==> config.mk <==
export PLATFORM = sky130hd
export DESIGN_NAME = ram_scan_reader
export DESIGN_NICKNAME = d
export VERILOG_FILES = /design/src/rtl/ram_scan_reader.sv
export SDC_FILE = /design/constraint.sdc
export NUM_CORES = 1
export LEC_CHECK = 0
export CORE_MARGIN = 5
export CORE_UTILIZATION = 49
export DETAILED_ROUTE_END_ITERATION = 8
export HOLD_SLACK_MARGIN = 0.03
export PLACE_DENSITY = 0.72
export SETUP_SLACK_MARGIN = 0.1
export SYNTH_ARGS = -nofsm -noshare
export SYNTH_HDL_FRONTEND = slang
export SYNTH_SLANG_ARGS = --single-unit
==> constraint.sdc <==
create_clock -name clk_i -period 2.27 [get_ports clk_i]
set_clock_uncertainty 0.15 [all_clocks]
set_input_delay 0.5675 -clock clk_i [delete_from_list [all_inputs] [get_ports clk_i]]
set_output_delay 0.5675 -clock clk_i [all_outputs]
set_load 0.01 [all_outputs]
==> src/rtl/ram_scan_reader.sv <==
// ram_scan_reader
//   Read-side engine for a small dual-port RAM. It walks the read address
//   through every word and issues a synchronous read for each one. It then
//   presents each captured address/data pair to the display logic. The
//   engine also watches the write port, so the word on the display always
//   matches what is stored in the RAM.
//
// Parameters
//   ADDR_WIDTH   RAM address width; the scan covers 0 .. 2**ADDR_WIDTH-1
//   DATA_WIDTH   RAM word width
//   TICK_CYCLES  cycles each word is held while enable_i=1 (must be >= 1)
//   RD_LATENCY   cycles from rd_addr_o to rd_data_i; legal values 1 or 2
//
// Ports
//   clk_i         system clock
//   reset_i       synchronous, active-high reset
//   enable_i      1 = auto-advance on tick, 0 = freeze the tick counter
//   step_i        one-cycle pulse: advance to the next word now (HOLD only)
//   rd_addr_o     RAM read address (always the registered scan address)
//   rd_data_i     RAM read data, valid RD_LATENCY cycles after rd_addr_o
//   wr_en_i       snooped RAM write enable
//   wr_addr_i     snooped RAM write address
//   wr_data_i     snooped RAM write data
//   disp_addr_o   address of the displayed word
//   disp_data_o   displayed word
//   disp_valid_o  1 once the first word has been captured
//   wrapped_o     one-cycle pulse after the scan address wraps max -> 0
module ram_scan_reader #(
    parameter int ADDR_WIDTH  = 5,
    parameter int DATA_WIDTH  = 4,
    parameter int TICK_CYCLES = 50_000_000,
    parameter int RD_LATENCY  = 1
) (
    input  logic                  clk_i,
    input  logic                  reset_i,
    input  logic                  enable_i,
    input  logic                  step_i,
    output logic [ADDR_WIDTH-1:0] rd_addr_o,
    input  logic [DATA_WIDTH-1:0] rd_data_i,
    input  logic                  wr_en_i,
    input  logic [ADDR_WIDTH-1:0] wr_addr_i,
    input  logic [DATA_WIDTH-1:0] wr_data_i,
    output logic [ADDR_WIDTH-1:0] disp_addr_o,
    output logic [DATA_WIDTH-1:0] disp_data_o,
    output logic                  disp_valid_o,
    output logic                  wrapped_o
);

    localparam logic [1:0] ST_ISSUE = 2'd0;
    localparam logic [1:0] ST_WAIT  = 2'd1;
    localparam logic [1:0] ST_HOLD  = 2'd2;

    localparam int                    TICK_W    = (TICK_CYCLES > 1) ? $clog2(TICK_CYCLES) : 1;
    localparam logic [TICK_W-1:0]     TICK_LAST = TICK_W'(TICK_CYCLES - 1);
    localparam logic [1:0]            LAT_LAST  = 2'(RD_LATENCY - 1);
    localparam logic [ADDR_WIDTH-1:0] ADDR_MAX  = '1;

    logic [1:0]            state_q, state_d;
    logic [1:0]            lat_cnt_q, lat_cnt_d;
    logic [TICK_W-1:0]     tick_cnt_q, tick_cnt_d;
    logic [ADDR_WIDTH-1:0] scan_addr_q, scan_addr_d;
    logic [ADDR_WIDTH-1:0] disp_addr_q, disp_addr_d;
    logic [DATA_WIDTH-1:0] disp_data_q, disp_data_d;
    logic                  disp_valid_q, disp_valid_d;
    logic                  wrapped_q, wrapped_d;
    // pend_*: the newest write to the word being fetched. The RAM returns
    // the contents from before that write, so this value takes precedence.
    logic                  pend_valid_q, pend_valid_d;
    logic [DATA_WIDTH-1:0] pend_data_q, pend_data_d;

    logic scan_hit;
    logic advance;

    assign scan_hit = wr_en_i && (wr_addr_i == scan_addr_q);

    always_comb begin
        // NOTE: every next-state signal defaults to its register first, so no path through the case infers a latch.
        state_d      = state_q;
        lat_cnt_d    = lat_cnt_q;
        tick_cnt_d   = tick_cnt_q;
        scan_addr_d  = scan_addr_q;
        disp_addr_d  = disp_addr_q;
        disp_data_d  = disp_data_q;
        disp_valid_d = disp_valid_q;
        wrapped_d    = 1'b0;
        pend_valid_d = pend_valid_q;
        pend_data_d  = pend_data_q;
        advance      = 1'b0;

        case (state_q)
            ST_ISSUE: begin
                lat_cnt_d    = '0;
                // A new fetch starts with no pending write, except for a write that lands now.
                pend_valid_d = scan_hit;
                if (scan_hit) begin
                    pend_data_d = wr_data_i;
                end
                state_d = ST_WAIT;
            end
            ST_WAIT: begin
                if (lat_cnt_q == LAT_LAST) begin
                    // Capture priority: a write in this cycle, then a pending write, then the RAM.
                    disp_addr_d  = scan_addr_q;
                    disp_data_d  = scan_hit     ? wr_data_i   :
                                   pend_valid_q ? pend_data_q : rd_data_i;
                    disp_valid_d = 1'b1;
                    tick_cnt_d   = '0;
                    state_d      = ST_HOLD;
                end else begin
                    lat_cnt_d = lat_cnt_q + 2'd1;
                    if (scan_hit) begin
                        pend_valid_d = 1'b1;
                        pend_data_d  = wr_data_i;
                    end
                end
            end
            ST_HOLD: begin
                if (wr_en_i && (wr_addr_i == disp_addr_q)) begin
                    disp_data_d = wr_data_i;
                end
                // step_i takes priority and ignores enable_i.
                if (step_i || (enable_i && (tick_cnt_q == TICK_LAST))) begin
                    advance = 1'b1;
                end else if (enable_i) begin
                    tick_cnt_d = tick_cnt_q + TICK_W'(1);
                end
            end
            default: begin
                state_d = ST_ISSUE;
            end
        endcase

        if (advance) begin
            scan_addr_d = scan_addr_q + ADDR_WIDTH'(1);
            wrapped_d   = (scan_addr_q == ADDR_MAX);
            tick_cnt_d  = '0;
            state_d     = ST_ISSUE;
        end
    end

    always_ff @(posedge clk_i) begin
        // NOTE: non-blocking assignments, so every register loads from the values present before the edge.
        if (reset_i) begin
            state_q      <= ST_ISSUE;
            lat_cnt_q    <= '0;
            tick_cnt_q   <= '0;
            scan_addr_q  <= '0;
            disp_addr_q  <= '0;
            disp_data_q  <= '0;
            disp_valid_q <= 1'b0;
            wrapped_q    <= 1'b0;
            pend_valid_q <= 1'b0;
            pend_data_q  <= '0;
        end else begin
            state_q      <= state_d;
            lat_cnt_q    <= lat_cnt_d;
            tick_cnt_q   <= tick_cnt_d;
            scan_addr_q  <= scan_addr_d;
            disp_addr_q  <= disp_addr_d;
            disp_data_q  <= disp_data_d;
            disp_valid_q <= disp_valid_d;
            wrapped_q    <= wrapped_d;
            pend_valid_q <= pend_valid_d;
            pend_data_q  <= pend_data_d;
        end
    end

    assign rd_addr_o    = scan_addr_q;
    assign disp_addr_o  = disp_addr_q;
    assign disp_data_o  = disp_data_q;
    assign disp_valid_o = disp_valid_q;
    assign wrapped_o    = wrapped_q;

endmodule
==> impl_metrics.prom <==
# TYPE chip_impl_metric gauge
chip_impl_metric{name="postPlaceCellArea",unit="sq mm"} 0.00344
chip_impl_metric{name="period_share",unit="%"} 92.5
chip_impl_info{name="result_of_the_run",value="finished clean"} 1
chip_impl_metric{name="total_congestion_overflow",unit=""} 0
chip_impl_info{name="tritoncts",value="yes"} 1
chip_impl_metric{name="cap_violations",unit=""} 0
chip_impl_metric{name="layout-drive-gt1-share",unit="%"} 21.6
chip_impl_metric{name="globalplace.congestion",unit=""} 0.881
chip_impl_metric{name="achievable-frequency",unit="MHz"} 476
chip_impl_info{name="hp-class",value="register to register"} 1
chip_impl_info{name="kind_of_end_point_of_the_critical_path",value="register"} 1
chip_impl_metric{name="port_buffers",unit=""} 33
chip_impl_metric{name="route.vias.total",unit=""} 2616
chip_impl_metric{name="sequential_cell_area_fraction_in_the_yosys_report",unit="%"} 36.4
chip_impl_metric{name="die_y",unit="um"} 85.7
chip_impl_metric{name="power_per_unit_of_standard_cell_area",unit="mW/mm^2"} 532
chip_impl_metric{name="cts_inserted_buffers",unit=""} 5
chip_impl_metric{name="placement_rows",unit=""} 27
chip_impl_metric{name="least_margin_pin_slew",unit="ns"} 0.527
chip_impl_metric{name="grt_antenna_before_repair",unit=""} 0
chip_impl_metric{name="grt_first_pass_wirelength",unit="mm"} 12.0
chip_impl_info{name="criticalPathCategory",value="input pin to register"} 1
chip_impl_metric{name="routed_wirelength",unit="mm"} 7.10
chip_impl_metric{name="seqCellArea",unit="sq mm"} 0.00103
chip_impl_metric{name="design_power_total",unit="mW"} 1.93
chip_impl_metric{name="cts_num_sinks",unit=""} 51
chip_impl_metric{name="drt-initial-drc-count",unit=""} 260
chip_impl_metric{name="final_net_count",unit=""} 400
chip_impl_metric{name="floorplan.core_area",unit="sq mm"} 0.00554
chip_impl_metric{name="final_design_area_no_fill",unit="sq mm"} 0.00363
chip_impl_metric{name="multi_input_area",unit="sq mm"} 0.00171
chip_impl_metric{name="mappedNetlistArea",unit="sq mm"} 0.00281
chip_impl_metric{name="irDropWorstVdd",unit="mV"} 0.323
chip_impl_metric{name="grt_pass1_vias",unit=""} 2465
chip_impl_metric{name="drt_pre_antenna_iters",unit=""} 4
chip_impl_info{name="synthDominantAreaCellType",value="dfxtp_1"} 1
chip_impl_info{name="setup_repair_after_global_routing_missed_its_margin",value="no"} 1
chip_impl_metric{name="total_leakage_power",unit="nW"} 1.37
chip_impl_metric{name="detail_route.wl_per_cell",unit="um"} 15.7
chip_impl_metric{name="worst_skew_pair.late_latency",unit="ns"} 0.30
chip_impl_metric{name="synth_nets",unit=""} 344
chip_impl_metric{name="clock_path_buffers",unit=""} 2
chip_impl_metric{name="synth_cell_types",unit=""} 57
chip_impl_metric{name="hpwlAfterDp",unit="mm"} 5.11
chip_impl_metric{name="synth-edff-count",unit=""} 0
chip_impl_metric{name="antenna_cells_inserted",unit=""} 0
chip_impl_metric{name="post_layout_nonfiller_instances",unit=""} 451
chip_impl_metric{name="yosys.area.top_type_share",unit="%"} 36.4
chip_impl_metric{name="cts_hold_repair.buffers",unit=""} 0
chip_impl_metric{name="critPathRequiredTime",unit="ns"} 2.35
chip_impl_metric{name="timing.final.hold_violations",unit=""} 0
chip_impl_metric{name="worst-endpoint-arrival",unit="ns"} 2.18
chip_impl_metric{name="syn-mean-instance-area",unit="sq um"} 8.71
chip_impl_metric{name="async_reset_ff_share",unit="%"} 0
chip_impl_metric{name="timing.hold.ws",unit="ns"} 0.316
chip_impl_metric{name="synth-seq-cells",unit=""} 51
chip_impl_metric{name="boundaryPins",unit=""} 34
chip_impl_metric{name="layout.filler_cells",unit=""} 477
chip_impl_metric{name="initial_utilization",unit="%"} 50.6
chip_impl_metric{name="largest_net_degree_at_the_start_of_global_routing",unit=""} 38
chip_impl_info{name="postSynth.topFlopCell",value="dfxtp_1"} 1
chip_impl_metric{name="h-tree-depth",unit=""} 2
chip_impl_metric{name="setup_viol",unit=""} 0
chip_impl_metric{name="max-slew-margin-rel",unit="%"} 64.5
chip_impl_metric{name="synthesis.yosys.warnings",unit=""} 0
chip_impl_metric{name="fp.dieW",unit="um"} 85.7
chip_impl_metric{name="ant_nets",unit=""} 0
chip_impl_info{name="ys_top_cells_by_area",value="dfxtp_1, a21oi_1, nand2_1"} 1
chip_impl_metric{name="synthesized_netlist_cell_count",unit=""} 322
chip_impl_metric{name="slew_viol_final",unit=""} 0
chip_impl_metric{name="die_area",unit="sq mm"} 0.00734
chip_impl_metric{name="area_delta_synth_final",unit="%"} 29.4
chip_impl_metric{name="clk_pin_slew",unit="ns"} 0.09
chip_impl_info{name="worstSetupStartpointType",value="input pin"} 1
chip_impl_info{name="cts_root_buf",value="clkbuf_8"} 1
chip_impl_metric{name="drt_drc_violations_left",unit=""} 0
chip_impl_metric{name="crit_fanout",unit=""} 10
chip_impl_metric{name="routed_via_density",unit=""} 5.80
chip_impl_metric{name="track_usage",unit="%"} 19.9
chip_impl_metric{name="numPlacedInstances",unit=""} 441
chip_impl_metric{name="period_needed",unit="ns"} 2.10
[registers in the layout, summed over array words and instances, names as in the netlist]
signal        cells
tick_cnt_q       26
disp_addr_o       5
rd_addr_o         5
disp_data_o       4
pend_data_q       4
lat_cnt_q         2
state_q           2
disp_valid_o      1
pend_valid_q      1
wrapped_o         1
[timing repair]
action | in CTS | in global routing
buffers inserted | 0 | 1
endpoints found under the setup margin | 22 | 36
pin swaps | 1 | 3
gates cloned | 1 | 0
resized for setup | 3 | 12
hold endpoints to repair | 0 | 0
[power by group]
group          internal, mW  switching [mW]  leakage, nW
clock                 0.278           0.314       0.0505
combinational         0.202           0.198        0.905
sequential            0.916          0.0218        0.414
[final cells by class]
cell class / count / share of cell area, %
Inverter: 6 / 0.620
Sequential cell: 51 / 28.3
Multi-Input combinational cell: 247 / 47.1
Tap cell: 72 / 2.48
Clock buffer: 7 / 2.65
Clock inverter: 1 / 0.207
Timing Repair Buffer: 67 / 18.7
[cell usage after synthesis (all sizes together) (9+ instances only)]
| master | instances |
|---|---|
| buf | 9 |
| nand3 | 16 |
| clkbuf | 9 |
| nor2 | 27 |
| o21ai | 9 |
| nor3 | 16 |
| dfxtp | 51 |
| a21oi | 31 |
| nand4 | 10 |
| mux2i | 9 |
| nand2 | 29 |
[worst paths after layout]
kind	cells after the start	from	endpoint	slack (ns)
setup / recovery	7	enable_i	tick_cnt_q[18]	0.17
hold / removal	2	tick_cnt_q[15]	tick_cnt_q[15]	0.32
setup reg to reg	5	tick_cnt_q[8]	tick_cnt_q[17]	0.21
hold reg to reg	2	tick_cnt_q[15]	tick_cnt_q[15]	0.32
[kinds of logic after synthesis]
kind of cell	share of synthesized area [%]
muxes	6.02
adders and majority gates	1.78
DFF	36.4
and+or+nand+nor	30.3
AOI/OAI and AO/OA	18.0
buffers and inverters	4.06
xor gates and xnor gates	3.43
[worst max-delay path: stages]
cell and delay, ns:
dlygate4sd2_1 0.26, nor4bb_2 0.18, and3b_4 0.21, and4_4 0.18, or3_4 0.36, bufbuf_16 0.29
nor3_2 0.13
[layout by cell type (no fill, tap or decap), drive strengths merged, types with 6 or more instances in the layout]
cell type	n
and2	7
mux2i	9
nand4	10
clkdlybuf4s50	31
dfxtp	51
inv	6
nor2	27
nor3	16
clkbuf	7
o21ai	9
buf	33
nand3	16
xnor2	6
a21oi	31
nand2	29
a41oi	6
a2111oi	7
mux2	7
[layer usage]
metal / up-vias / track usage [%] / part of all wire (%)
met2: 74 / 30.4 / 47
li1: 1299 / - / -
met4: 0 / 6.19 / 1.2
met1: 1233 / 28.6 / 46
met3: 10 / 3.17 / 5.4
met5: - / 0 / 0
[stage by stage]
| step | setup slack [ns] | util (%) | setup TNS, ns |
|---|---|---|---|
| 2_1_floorplan | 0.218 | - | 0 |
| 3_3_place_gp | -0.259 | 62.0 | -7.25 |
| 3_5_place_dp | -0.281 | 62.0 | -8.24 |
| 4_1_cts | 0.103 | 64.7 | 0 |
| 5_1_grt | 0.121 | 65.5 | 0 |
| 6_report | 0.169 | 65.5 | 0 |
Power figures use the tool's default switching activity.
